===== src/rtl/rr_flag_pkg.sv =====
// Shared types and the wrap-aware increment for the round-robin flag generator.
package rr_flag_pkg;

  typedef enum logic [0:0] {RR_INCR = 1'b0, RR_JUMP = 1'b1} rr_mode_e;
  typedef enum logic [0:0] {RR_IDLE = 1'b0, RR_HOLD = 1'b1} rr_state_e;

  // Wide enough for any legal pointer (N_MASTERS up to 256) and for n itself.
  localparam int unsigned RR_ARG_W = 9;

  function automatic logic [RR_ARG_W-1:0] wrap_inc(input logic [RR_ARG_W-1:0] x,
                                                   input logic [RR_ARG_W-1:0] n);
    return (x == n - 1'b1) ? '0 : x + 1'b1;
  endfunction

endpackage


===== src/rtl/rr_flag_gen_burst.sv =====
// Round-robin priority pointer with INCR/JUMP advance, burst locking and
// illegal-winner flagging. Pointer moves only on a req&gnt handshake.
module rr_flag_gen_burst
  import rr_flag_pkg::*;
#(
  parameter int N_MASTERS = 5,
  parameter int WIDTH     = $clog2(N_MASTERS),
  parameter int MODE      = 0,
  parameter int MAX_BURST = 4,
  parameter int CNT_W     = $clog2(MAX_BURST + 1)
) (
  input  logic             clk,
  input  logic             rst_n,
  input  logic             data_req_i,
  input  logic             data_gnt_i,
  input  logic [WIDTH-1:0] winner_id_i,
  input  logic             burst_i,
  output logic [WIDTH-1:0] RR_FLAG_o,
  output logic             hold_o,
  output logic [CNT_W-1:0] burst_cnt_o,
  output logic             err_o
);

  localparam logic [0:0] S_IDLE = RR_IDLE;
  localparam logic [0:0] S_HOLD = RR_HOLD;
  localparam logic [RR_ARG_W-1:0] N_ARG = RR_ARG_W'(N_MASTERS);
  localparam bit JUMP = (MODE == int'(RR_JUMP));

  logic [WIDTH-1:0]    rr_flag_q, rr_flag_d;
  logic [CNT_W-1:0]    cnt_q, cnt_d;
  logic [0:0]          state_q, state_d;
  logic                err_q, err_d;

  logic                hs;
  logic                legal;
  logic [RR_ARG_W-1:0] winner_ext;
  logic [RR_ARG_W-1:0] base;
  logic [WIDTH-1:0]    next_ptr;

  assign hs         = data_req_i & data_gnt_i;
  assign winner_ext = RR_ARG_W'(winner_id_i);
  // In INCR mode the winner index is never looked at, so it cannot be illegal.
  assign legal      = JUMP ? (winner_ext < N_ARG) : 1'b1;
  assign base       = JUMP ? winner_ext : RR_ARG_W'(rr_flag_q);
  assign next_ptr   = WIDTH'(wrap_inc(base, N_ARG));

  always_comb begin
    rr_flag_d = rr_flag_q;
    cnt_d     = cnt_q;
    state_d   = state_q;
    err_d     = 1'b0;
    if (hs) begin
      if (!legal) begin
        err_d = 1'b1;
      end else begin
        case (state_q)
          S_IDLE: begin
            if (burst_i && (MAX_BURST > 1)) begin
              state_d = S_HOLD;
              cnt_d   = CNT_W'(1);
            end else begin
              rr_flag_d = next_ptr;
            end
          end
          default: begin
            // Stay locked while beats remain; the MAX_BURST-th beat releases.
            if (burst_i && ((int'(cnt_q) + 1) < MAX_BURST)) begin
              cnt_d = cnt_q + 1'b1;
            end else begin
              rr_flag_d = next_ptr;
              cnt_d     = '0;
              state_d   = S_IDLE;
            end
          end
        endcase
      end
    end
  end

  always_ff @(posedge clk) begin
    if (!rst_n) begin
      rr_flag_q <= '0;
      cnt_q     <= '0;
      state_q   <= S_IDLE;
      err_q     <= 1'b0;
    end else begin
      rr_flag_q <= rr_flag_d;
      cnt_q     <= cnt_d;
      state_q   <= state_d;
      err_q     <= err_d;
    end
  end

  assign RR_FLAG_o   = rr_flag_q;
  assign hold_o      = (state_q == S_HOLD);
  assign burst_cnt_o = cnt_q;
  assign err_o       = err_q;

  a_ptr_range : assert property (@(posedge clk) disable iff (!rst_n)
    (RR_ARG_W'(rr_flag_q) < N_ARG));

  a_no_move_without_hs : assert property (@(posedge clk) disable iff (!rst_n)
    (rst_n && !hs) |=> (rr_flag_q == $past(rr_flag_q)));

  a_hold_stable : assert property (@(posedge clk) disable iff (!rst_n)
    (state_q == S_HOLD) |-> (rr_flag_q == $past(rr_flag_q)));

endmodule

===== config.mk =====
export PLATFORM = sky130hd
export DESIGN_NAME = rr_flag_gen_burst
export DESIGN_NICKNAME = d
export VERILOG_FILES = /design/src/rtl/rr_flag_pkg.sv /design/src/rtl/rr_flag_gen_burst.sv
export SDC_FILE = /design/constraint.sdc
export NUM_CORES = 1
export LEC_CHECK = 0
export BUFFER_PORTS_ARGS = -buffer_cell sky130_fd_sc_hd__buf_2
export CAP_MARGIN = 30
export CORE_AREA = 8 8 45 47
export CTS_BUF_LIST = sky130_fd_sc_hd__clkbuf_16
export CTS_CLUSTER_SIZE = 8
export DETAILED_ROUTE_END_ITERATION = 8
export DIE_AREA = 0 0 53 55
export PLACE_DENSITY = 0.59
export SETUP_SLACK_MARGIN = 0.15
export SKIP_CTS_REPAIR_TIMING = 1
export SLEW_MARGIN = 20
export SYNTH_ARGS = -nofsm -noshare
export SYNTH_HDL_FRONTEND = slang
export SYNTH_SLANG_ARGS = --single-unit

===== constraint.sdc =====
create_clock -name clk -period 2.1 [get_ports clk]
set_clock_uncertainty 0.2 [all_clocks]
set_input_delay 0.21 -clock clk [delete_from_list [all_inputs] [get_ports clk]]
set_output_delay 0.21 -clock clk [all_outputs]
set_load 0.005 [all_outputs]

# == Word-level counts from Yosys, hierarchy flattened ==
# Index checks and enable logic that the tools add are counted.
# W data, S select, Z words.
# classes
n_addsub,3
magnitude_cmp,1
n_eq_ne,3
mux,10
n_bitwise,1
reduce_logical,4
# op_table
cell,count
$mux W3,7
$add A3 B1 Y3 const B,2
$add A3 B1 Y4 const B,1
$lt A4 B3 Y1 const B,1
$eq A3 B3 Y1 const B,1
$mux W1,3
$reduce_and A3 Y1,1
$ne A2 B1 Y1 const B,1
$ne A2 B2 Y1 const B,1
$reduce_and A2 Y1,1
$reduce_bool A2 Y1,1
$and A1 B1 Y1,1
$logic_and A1 B1 Y1,1
# word_totals
reg_bits,7
in_bits,8
output_inout_bits,8
wordCells,25

# == Depth between registers and ports, before layout ==
# Gate-level depths: netlist (run 1).
# logic_depth
ltp_word,5
mapped_depth,5
ltp_nobuf,5

# == Least setup slack after synthesis (run 1) ==
# Ideal clock, no wire load.
# synth_timing
path_kind,reg2reg
from,"register cnt_q[0], in the netlist burst_cnt_o[0]"
to,"register rr_flag_q[0], in the netlist RR_FLAG_o[0]"
setup_time_ps,70
arrival_ps,1368
required_ps,1830
setup_slack_ps,462
path_stages_with_launch,6
n_path_buf,0
period_less_slack_ps,1638
cell_sequence,dfxtp_1 > ha_1 > and2_4 > and3_1 > a2111o_1 > a21oi_1
# synth_between
elab_chain_cells,5
# synth_rtl
element,line,source
from (decl),rr_flag_gen_burst.sv:30,"logic [CNT_W-1:0] cnt_q, cnt_d;"
from (signal assigned),rr_flag_gen_burst.sv:88,cnt_q <= cnt_d;
$add A3 B1 Y4,rr_flag_gen_burst.sv:67,if (burst_i && ((int'(cnt_q) + 1) < MAX_BURST)) begin
$lt A4 B3 Y1,rr_flag_gen_burst.sv:67,
$logic_and A1 B1 Y1,rr_flag_gen_burst.sv:67,
$ne A2 B2 Y1 (no source line),n/a,
$reduce_and A3 Y1 (no source line),n/a,
to (signal assigned),rr_flag_gen_burst.sv:87,rr_flag_q <= rr_flag_d;
to (decl),rr_flag_gen_burst.sv:29,"logic [WIDTH-1:0] rr_flag_q, rr_flag_d;"
# Every way passes these cells.
# A chain may end at the register's enable or synchronous reset.

# == Worst setup path in the final report (run 1) ==
# Ends and elaborated chain as after synthesis.

==> impl_metrics.env, run 1 <==
export IMPL_syn_nets=58
export IMPL_clk_path_buf_depth=2
export IMPL_run_status="complete, no violations"
export IMPL_ys_top_cells_by_area="dfxtp_1, ha_1, a21oi_1, inv_1, o21ai_0"
export IMPL_grt_overflow=0
export IMPL_ys_types=20
export IMPL_p_clk_share_pct=65.5
export IMPL_setup_viol=0
export IMPL_dieArea_sq_um=2920
export IMPL_required_ns=2.06
export IMPL_fin_util_pct=39.4
export IMPL_worstRegToRegCells=5
export IMPL_pre_cts_slack_ns=0.387
export IMPL_seqPwrFrac_pct=29.1
export IMPL_netlist_instances=47
export IMPL_root_buffer="clkbuf_16"
export IMPL_htreeDepth=1
export IMPL_r2r_start="burst_cnt_o[0]$_SDFFE_PN0P_"
export IMPL_setup_ws_ns=0.385
export IMPL_post_drt_wl_per_cell_um=11.7
export IMPL_power_density_nw_per_um2=895
export IMPL_switching_share_pct=18.5
export IMPL_drtIter0Drc=6
export IMPL_vdd_ir_drop_worst_uv=525
export IMPL_crit_path_end_kind="register"
export IMPL_netlist_area_sq_um=399
export IMPL_drc=0
export IMPL_antenna_cells=0
export IMPL_drt_wl_total_um=901
export IMPL_p_sw_w=0.0000905
export IMPL_die_w_um=53
export IMPL_finalWeightedCongestion=0.742
export IMPL_worstPathArrival_ns=1.68
export IMPL_fin_crit_sh_pct=81.6
export IMPL_core_sq_um=1380
export IMPL_synth_edf_count=0
export IMPL_whs_path_depth=2
export IMPL_crit_type="register to register"
export IMPL_drv_cap=0
export IMPL_io_pin_count=16
export IMPL_numCtsBuffers=3
export IMPL_cp_slowest_cell="a2111o_1"
export IMPL_hold_violations=0
export IMPL_grt_pass1_vias=373
export IMPL_synthFlopType="dfxtp_1"
export IMPL_dp_hpwl_um=700
export IMPL_power_internal_w=0.000398
export IMPL_clk_latency_ns=0.23
export IMPL_final_layout_size_suffix_gt1_share_pct=27.9
export IMPL_ys_seq_area_share_pct=35.1
export IMPL_dpl_cell_area_sq_um=467
export IMPL_synth_seq_cells=7
export IMPL_cts_tree="built"
export IMPL_critPathLaunchType="register"
export IMPL_cp_max_fo=5
export IMPL_fp_dieH_um=55
export IMPL_fmax_mhz=583
export IMPL_drt_antenna_violating_nets=0
export IMPL_clock_sinks=7
export IMPL_critical_path_max_stage_delay_ns=0.39
export IMPL_grt_pass1_wl_um=1560
export IMPL_synth_warnings=0
export IMPL_areaGrowthSynthToFinish_pct=36.7
export IMPL_vias=366
export IMPL_worstPathCellList="ha_1, and2_4, and3_1, a2111o_1, a21oi_1"
export IMPL_final_area_sq_um=546
export IMPL_comb_power_share_pct=5.4
export IMPL_grt_max_degree=7
export IMPL_antenna_found_initial=0
export IMPL_via_per_inst=4.75
export IMPL_synth_area_per_cell_sq_um=8.49
export IMPL_io_buffer_count=11
export IMPL_synth_top_area_share_pct=35.1
export IMPL_num_rows=14
export IMPL_initial_core_util_pct=28.8
export IMPL_min_to="RR_FLAG_o[2]$_SDFFE_PN0P_"
export IMPL_r2r_end="RR_FLAG_o[0]$_SDFFE_PN0P_"
export IMPL_grt_use_total_pct=7.51
export IMPL_fin_crit_ns=1.71
export IMPL_finalSetupTns_ns=0
export IMPL_clk_pin_slew_ns=0.04
export IMPL_slew_violations=0
export IMPL_async_flop_share_pct=0
export IMPL_synth_area_leader_cell="dfxtp_1"
export IMPL_first_pass_iters=3
export IMPL_r2r_setup_slack_ns=0.39
export IMPL_hp_start="rst_n"
export IMPL_rsz0062_at_grt="no"
export IMPL_hold_class="primary input to register"
export IMPL_nets=73
export IMPL_leakage_nw=0.272
## worst max path at each step
stage                                           start                        end  slack, ns  cells past startpoint
after detailed placement  burst_cnt_o[0]$_SDFFE_PN0P_  RR_FLAG_o[0]$_SDFFE_PN0P_       0.39                      5
after global placement    burst_cnt_o[0]$_SDFFE_PN0P_  RR_FLAG_o[0]$_SDFFE_PN0P_       0.41                      5
final                     burst_cnt_o[0]$_SDFFE_PN0P_  RR_FLAG_o[0]$_SDFFE_PN0P_       0.39                      5
after CTS                 burst_cnt_o[0]$_SDFFE_PN0P_  RR_FLAG_o[0]$_SDFFE_PN0P_       0.37                      5
after floorplan           burst_cnt_o[0]$_SDFFE_PN0P_  RR_FLAG_o[0]$_SDFFE_PN0P_       0.46                      5
after global routing      burst_cnt_o[0]$_SDFFE_PN0P_  RR_FLAG_o[0]$_SDFFE_PN0P_       0.28                      5
## cell usage in the layout, fill, tap and decap left out, drive strengths merged
cell type,Yosys,final
mux2,1,1
ha,3,3
dfxtp,7,7
nand2,2,2
a2111o,1,1
nor2,2,2
o311a,1,1
a21bo,1,1
and3,3,3
conb,1,1
clkbuf,0,3
o211a,1,1
o31ai,1,1
a21oi,6,6
o211ai,1,1
nand4b,1,1
inv,6,7
buf,1,11
and2,2,2
o21ai,6,6
## cells in the mapped netlist (2+ instances only)
| library cell | number |
|---|---|
| a21oi_1 | 6 |
| and2_4 | 2 |
| and3_1 | 3 |
| dfxtp_1 | 7 |
| ha_1 | 3 |
| inv_1 | 6 |
| nand2_1 | 2 |
| nor2_1 | 2 |
| o21ai_0 | 4 |
| o21ai_1 | 2 |
## state kept, by name, summed over array words and instances (netlist names)
signal	flops
hold_o	1
burst_cnt_o	3
RR_FLAG_o	3
## kinds of logic (layout without fill, tap and decap cells)
family	Yosys count	after routing	share of synthesized area (%)
mux	1	1	2.82
flops	7	7	35.1
simple gates	10	10	15.1
buf+inv	7	21	7.52
other cells	1	1	0.940
fa+ha+maj	3	3	9.41
compound gates	18	18	29.2
## worst max-delay path, delay by kind of cell (launching register included)
kind | cells | cell delay (ns)
flip-flops | 1 | 0.33
AO/OA/AOI/OAI | 2 | 0.51
AND/OR/NAND/NOR | 2 | 0.37
adder cells (fa/ha/maj) | 1 | 0.24
## stage by stage
step / hold slack (ns) / instances / power [W]
after global placement: 0.295 / 73 / 0.000170
after CTS: 0.0681 / 77 / 0.000492
after global routing: 0.0750 / 77 / 0.000509
after floorplan: 0.141 / 47 / 0.000159
after detailed placement: 0.303 / 73 / 0.000170
final: 0.0669 / 77 / 0.000488
## power by group through the flow
stage / clock (W) / sequential, W / combinational [W]
after floorplan: 0 / 0.000143 / 0.0000152
after global placement: 0 / 0.000144 / 0.0000261
after detailed placement: 0 / 0.000144 / 0.0000264
after CTS: 0.000323 / 0.000142 / 0.0000265
after global routing: 0.000336 / 0.000143 / 0.0000301
final: 0.000320 / 0.000142 / 0.0000264
## layout make-up
type	instances	area (sq um)
fillers	145	838
multi-input cells	33	229
flip-flops and latches	7	140
clock buffers	3	75.1
repair buffers	11	55.1
inverters	6	22.5
well taps	16	20.0
clock inverters	1	3.75
## per-layer routing
| metal | up-vias | GRT usage, % | wire [um] | share of wire [%] |
|---|---|---|---|---|
| met5 | - | 0 | 0 | 0 |
| li1 | 195 | - | - | - |
| met2 | 12 | 9.77 | 331 | 37 |
| met4 | 0 | 5.17 | 25 | 2.8 |
| met3 | 2 | 4.28 | 80 | 8.9 |
| met1 | 157 | 9.04 | 464 | 51 |
(Power assumes the default switching activity.)
==> run 2, diff against run 1 <==
- ABC_AREA: default -> 1
- PLACE_DENSITY: 0.59 -> 0.63
- clock period: 2.1 -> 1.7 ns (I/O delays scaled with it)
==> impl_metrics.env, run 2 <==
export IMPL_drtIter0Drc=7
export IMPL_synthFlopType="dfxtp_1"
export IMPL_fin_crit_ns=1.46
export IMPL_grt_overflow=0
export IMPL_fin_cells=98
export IMPL_async_flop_share_pct=0
export IMPL_power_density_nw_per_um2=1050
export IMPL_yosys_top_cells_count="inv_1, nand2_1, nor2_1"
export IMPL_root_buffer="clkbuf_16"
export IMPL_netlist_area_sq_um=453
export IMPL_ys_seq_area_share_pct=30.9
export IMPL_drt_wl_total_um=1020
export IMPL_grtUsageMet3_pct=2.41
export IMPL_finalWeightedCongestion=0.798
export IMPL_drv_cap=0
export IMPL_io_pin_count=16
export IMPL_finalSetupTns_ns=0
export IMPL_worstPathArrival_ns=1.38
export IMPL_crit_path_end_kind="register"
export IMPL_slew_violations=0
export IMPL_leakage_nw=0.307
export IMPL_synth_area_leader_cell="dfxtp_1"
export IMPL_grt_pass1_vias=416
export IMPL_numCtsBuffers=3
export IMPL_ys_types=18
export IMPL_synth_area_per_cell_sq_um=6.66
export IMPL_final_layout_size_suffix_gt1_share_pct=32.9
export IMPL_dpl_cell_count=94
export IMPL_synth_warnings=0
export IMPL_hold_class="primary input to register"
export IMPL_drt_antenna_violating_nets=0
export IMPL_num_rows=14
export IMPL_clk_latency_ns=0.23
export IMPL_violations="hold timing"
export IMPL_r2r_start="burst_cnt_o[1]$_SDFFE_PN0P_"
export IMPL_fp_dieH_um=55
export IMPL_areaGrowthSynthToFinish_pct=32.9
export IMPL_synth_adder_area_share_pct=8.29
export IMPL_vdd_ir_drop_worst_uv=632
export IMPL_htreeDepth=1
export IMPL_comb_power_share_pct=7.8
export IMPL_total_power_w=0.000631
export IMPL_run_status="complete, but fails checks"
export IMPL_synth_compound_area_share_pct=7.46
export IMPL_grt_pass1_wl_um=1680
export IMPL_io_buffer_count=11
export IMPL_synth_seq_cells=7
export IMPL_synth_edf_count=0
export IMPL_netlist_instances=68
export IMPL_nets=94
export IMPL_clk_pin_slew_ns=0.04
export IMPL_critPathLaunchType="register"
export IMPL_hold_slack_ns=-0.00778
export IMPL_syn_nets=79
export IMPL_cp_max_fo=5
export IMPL_required_ns=1.62
export IMPL_antenna_cells=0
export IMPL_setup_viol=0
export IMPL_grtUsageMet2_pct=13.5
export IMPL_r2r_end="RR_FLAG_o[0]$_SDFFE_PN0P_"
export IMPL_grt_use_total_pct=8.26
export IMPL_hold_violations=1
export IMPL_seqPwrFrac_pct=28.1
export IMPL_drc=0
export IMPL_via_per_inst=4.57
export IMPL_muxShareOfSynthArea_pct=0
export IMPL_fin_crit_sh_pct=85.8
export IMPL_final_cell_mix="inv_1, nand2_1, buf_2, nor2_1, dfxtp_1"
export IMPL_p_sw_w=0.000131
export IMPL_crit_type="register to register"
export IMPL_p_clk_share_pct=64.1
export IMPL_r2r_setup_slack_ns=0.24
export IMPL_antenna_found_initial=0
export IMPL_clk_path_buf_depth=2
export IMPL_worstRegToRegCells=8
export IMPL_dp_hpwl_um=784
export IMPL_fmax_mhz=685
export IMPL_synth_xor_xnor_area_share_pct=0
export IMPL_cp_endpoint="RR_FLAG_o[0]$_SDFFE_PN0P_"
export IMPL_final_area_sq_um=602
export IMPL_die_w_um=53
export IMPL_initial_core_util_pct=32.7
export IMPL_dpl_cell_area_sq_um=520
export IMPL_rsz0062_at_grt="no"
export IMPL_post_drt_wl_per_cell_um=10.4
export IMPL_ys_top_cells_by_area="dfxtp_1, inv_1, nand2_1, ha_1, nor2_1"
export IMPL_core_sq_um=1380
export IMPL_dieArea_sq_um=2920
export IMPL_switching_share_pct=20.8
export IMPL_power_internal_w=0.000500
export IMPL_first_pass_iters=4
export IMPL_synth_simple_area_share_pct=39.2
export IMPL_clock_sinks=7
export IMPL_critPathLaunch="burst_cnt_o[1]$_SDFFE_PN0P_"
export IMPL_use_met1_pct=7.47
export IMPL_grt_busiest_layer="met2"
export IMPL_synth_top_family_by_area="simple AND/OR/NAND/NOR gates"
export IMPL_cts_tree="built"
export IMPL_grt_max_degree=7
export IMPL_vias=448
export IMPL_synth_top_area_share_pct=30.9
## run 2: power by group through the flow
stage | Combinational [W] | Clock (W) | Sequential, W
detailed placement | 0.0000476 | 0 | 0.000179
CTS | 0.0000495 | 0.000412 | 0.000177
finish | 0.0000491 | 0.000405 | 0.000177
global route | 0.0000547 | 0.000424 | 0.000178
global placement | 0.0000471 | 0 | 0.000179
floorplan | 0.0000307 | 0 | 0.000179
## run 2: cell families (layout without fill, tap and decap cells)
kind of cell	Yosys count	in the layout
adder cells (fa/ha/maj)	3	3
AND/OR/NAND/NOR	36	36
AO/OA/AOI/OAI	6	6
other	1	1
buffers and inverters	15	29
flip-flops	7	7
## run 2: worst min-delay path by stage
| stage | start | end | slack, ns | cells after the start |
|---|---|---|---|---|
| finish | rst_n | RR_FLAG_o[1]$_SDFFE_PN0P_ | -0.008 | 3 |
| floorplan | rst_n | RR_FLAG_o[1]$_SDFFE_PN0P_ | 0.09 | 2 |
| CTS | rst_n | RR_FLAG_o[1]$_SDFFE_PN0P_ | -0.005 | 3 |
| global route | rst_n | RR_FLAG_o[1]$_SDFFE_PN0P_ | 0.01 | 3 |
| global placement | rst_n | RR_FLAG_o[1]$_SDFFE_PN0P_ | 0.24 | 3 |
| detailed placement | rst_n | RR_FLAG_o[1]$_SDFFE_PN0P_ | 0.24 | 3 |
## run 2: worst max-delay path: stages, from the launching register on
cell and delay [ns]:
dfxtp_1 0.40, ha_1 0.24, inv_1 0.06, nand2_2 0.08, nand3_2 0.10, nand2_2 0.11, nand2_1 0.05, nand2_1 0.05
nor2_1 0.04
## run 2: cell type report
type | instances | area (sq um)
sequential | 7 | 141
inverter | 14 | 52.6
timing repair buffer | 11 | 55.1
multi-input combinational | 46 | 253
fill | 136 | 782
clock inverter | 1 | 5.00
tap | 16 | 20.0
clock buffer | 3 | 75.1
## run 2: per-layer routing
metal / routed length (um) / part of all wire (%)
met1: 392 / 38
met2: 480 / 47
met3: 92 / 9.0
met4: 55 / 5.4
met5: 0 / 0
## run 2: through the flow
| step | hold WS (ns) | setup WS [ns] | util, % |
|---|---|---|---|
| after floorplan | 0.0904 | 0.373 | - |
| after global placement | 0.235 | 0.299 | 37.6 |
| after detailed placement | 0.238 | 0.238 | 37.6 |
| after CTS | -0.00512 | 0.235 | 43.4 |
| after global routing | 0.0139 | 0.192 | 43.5 |
| final | -0.00778 | 0.241 | 43.5 |
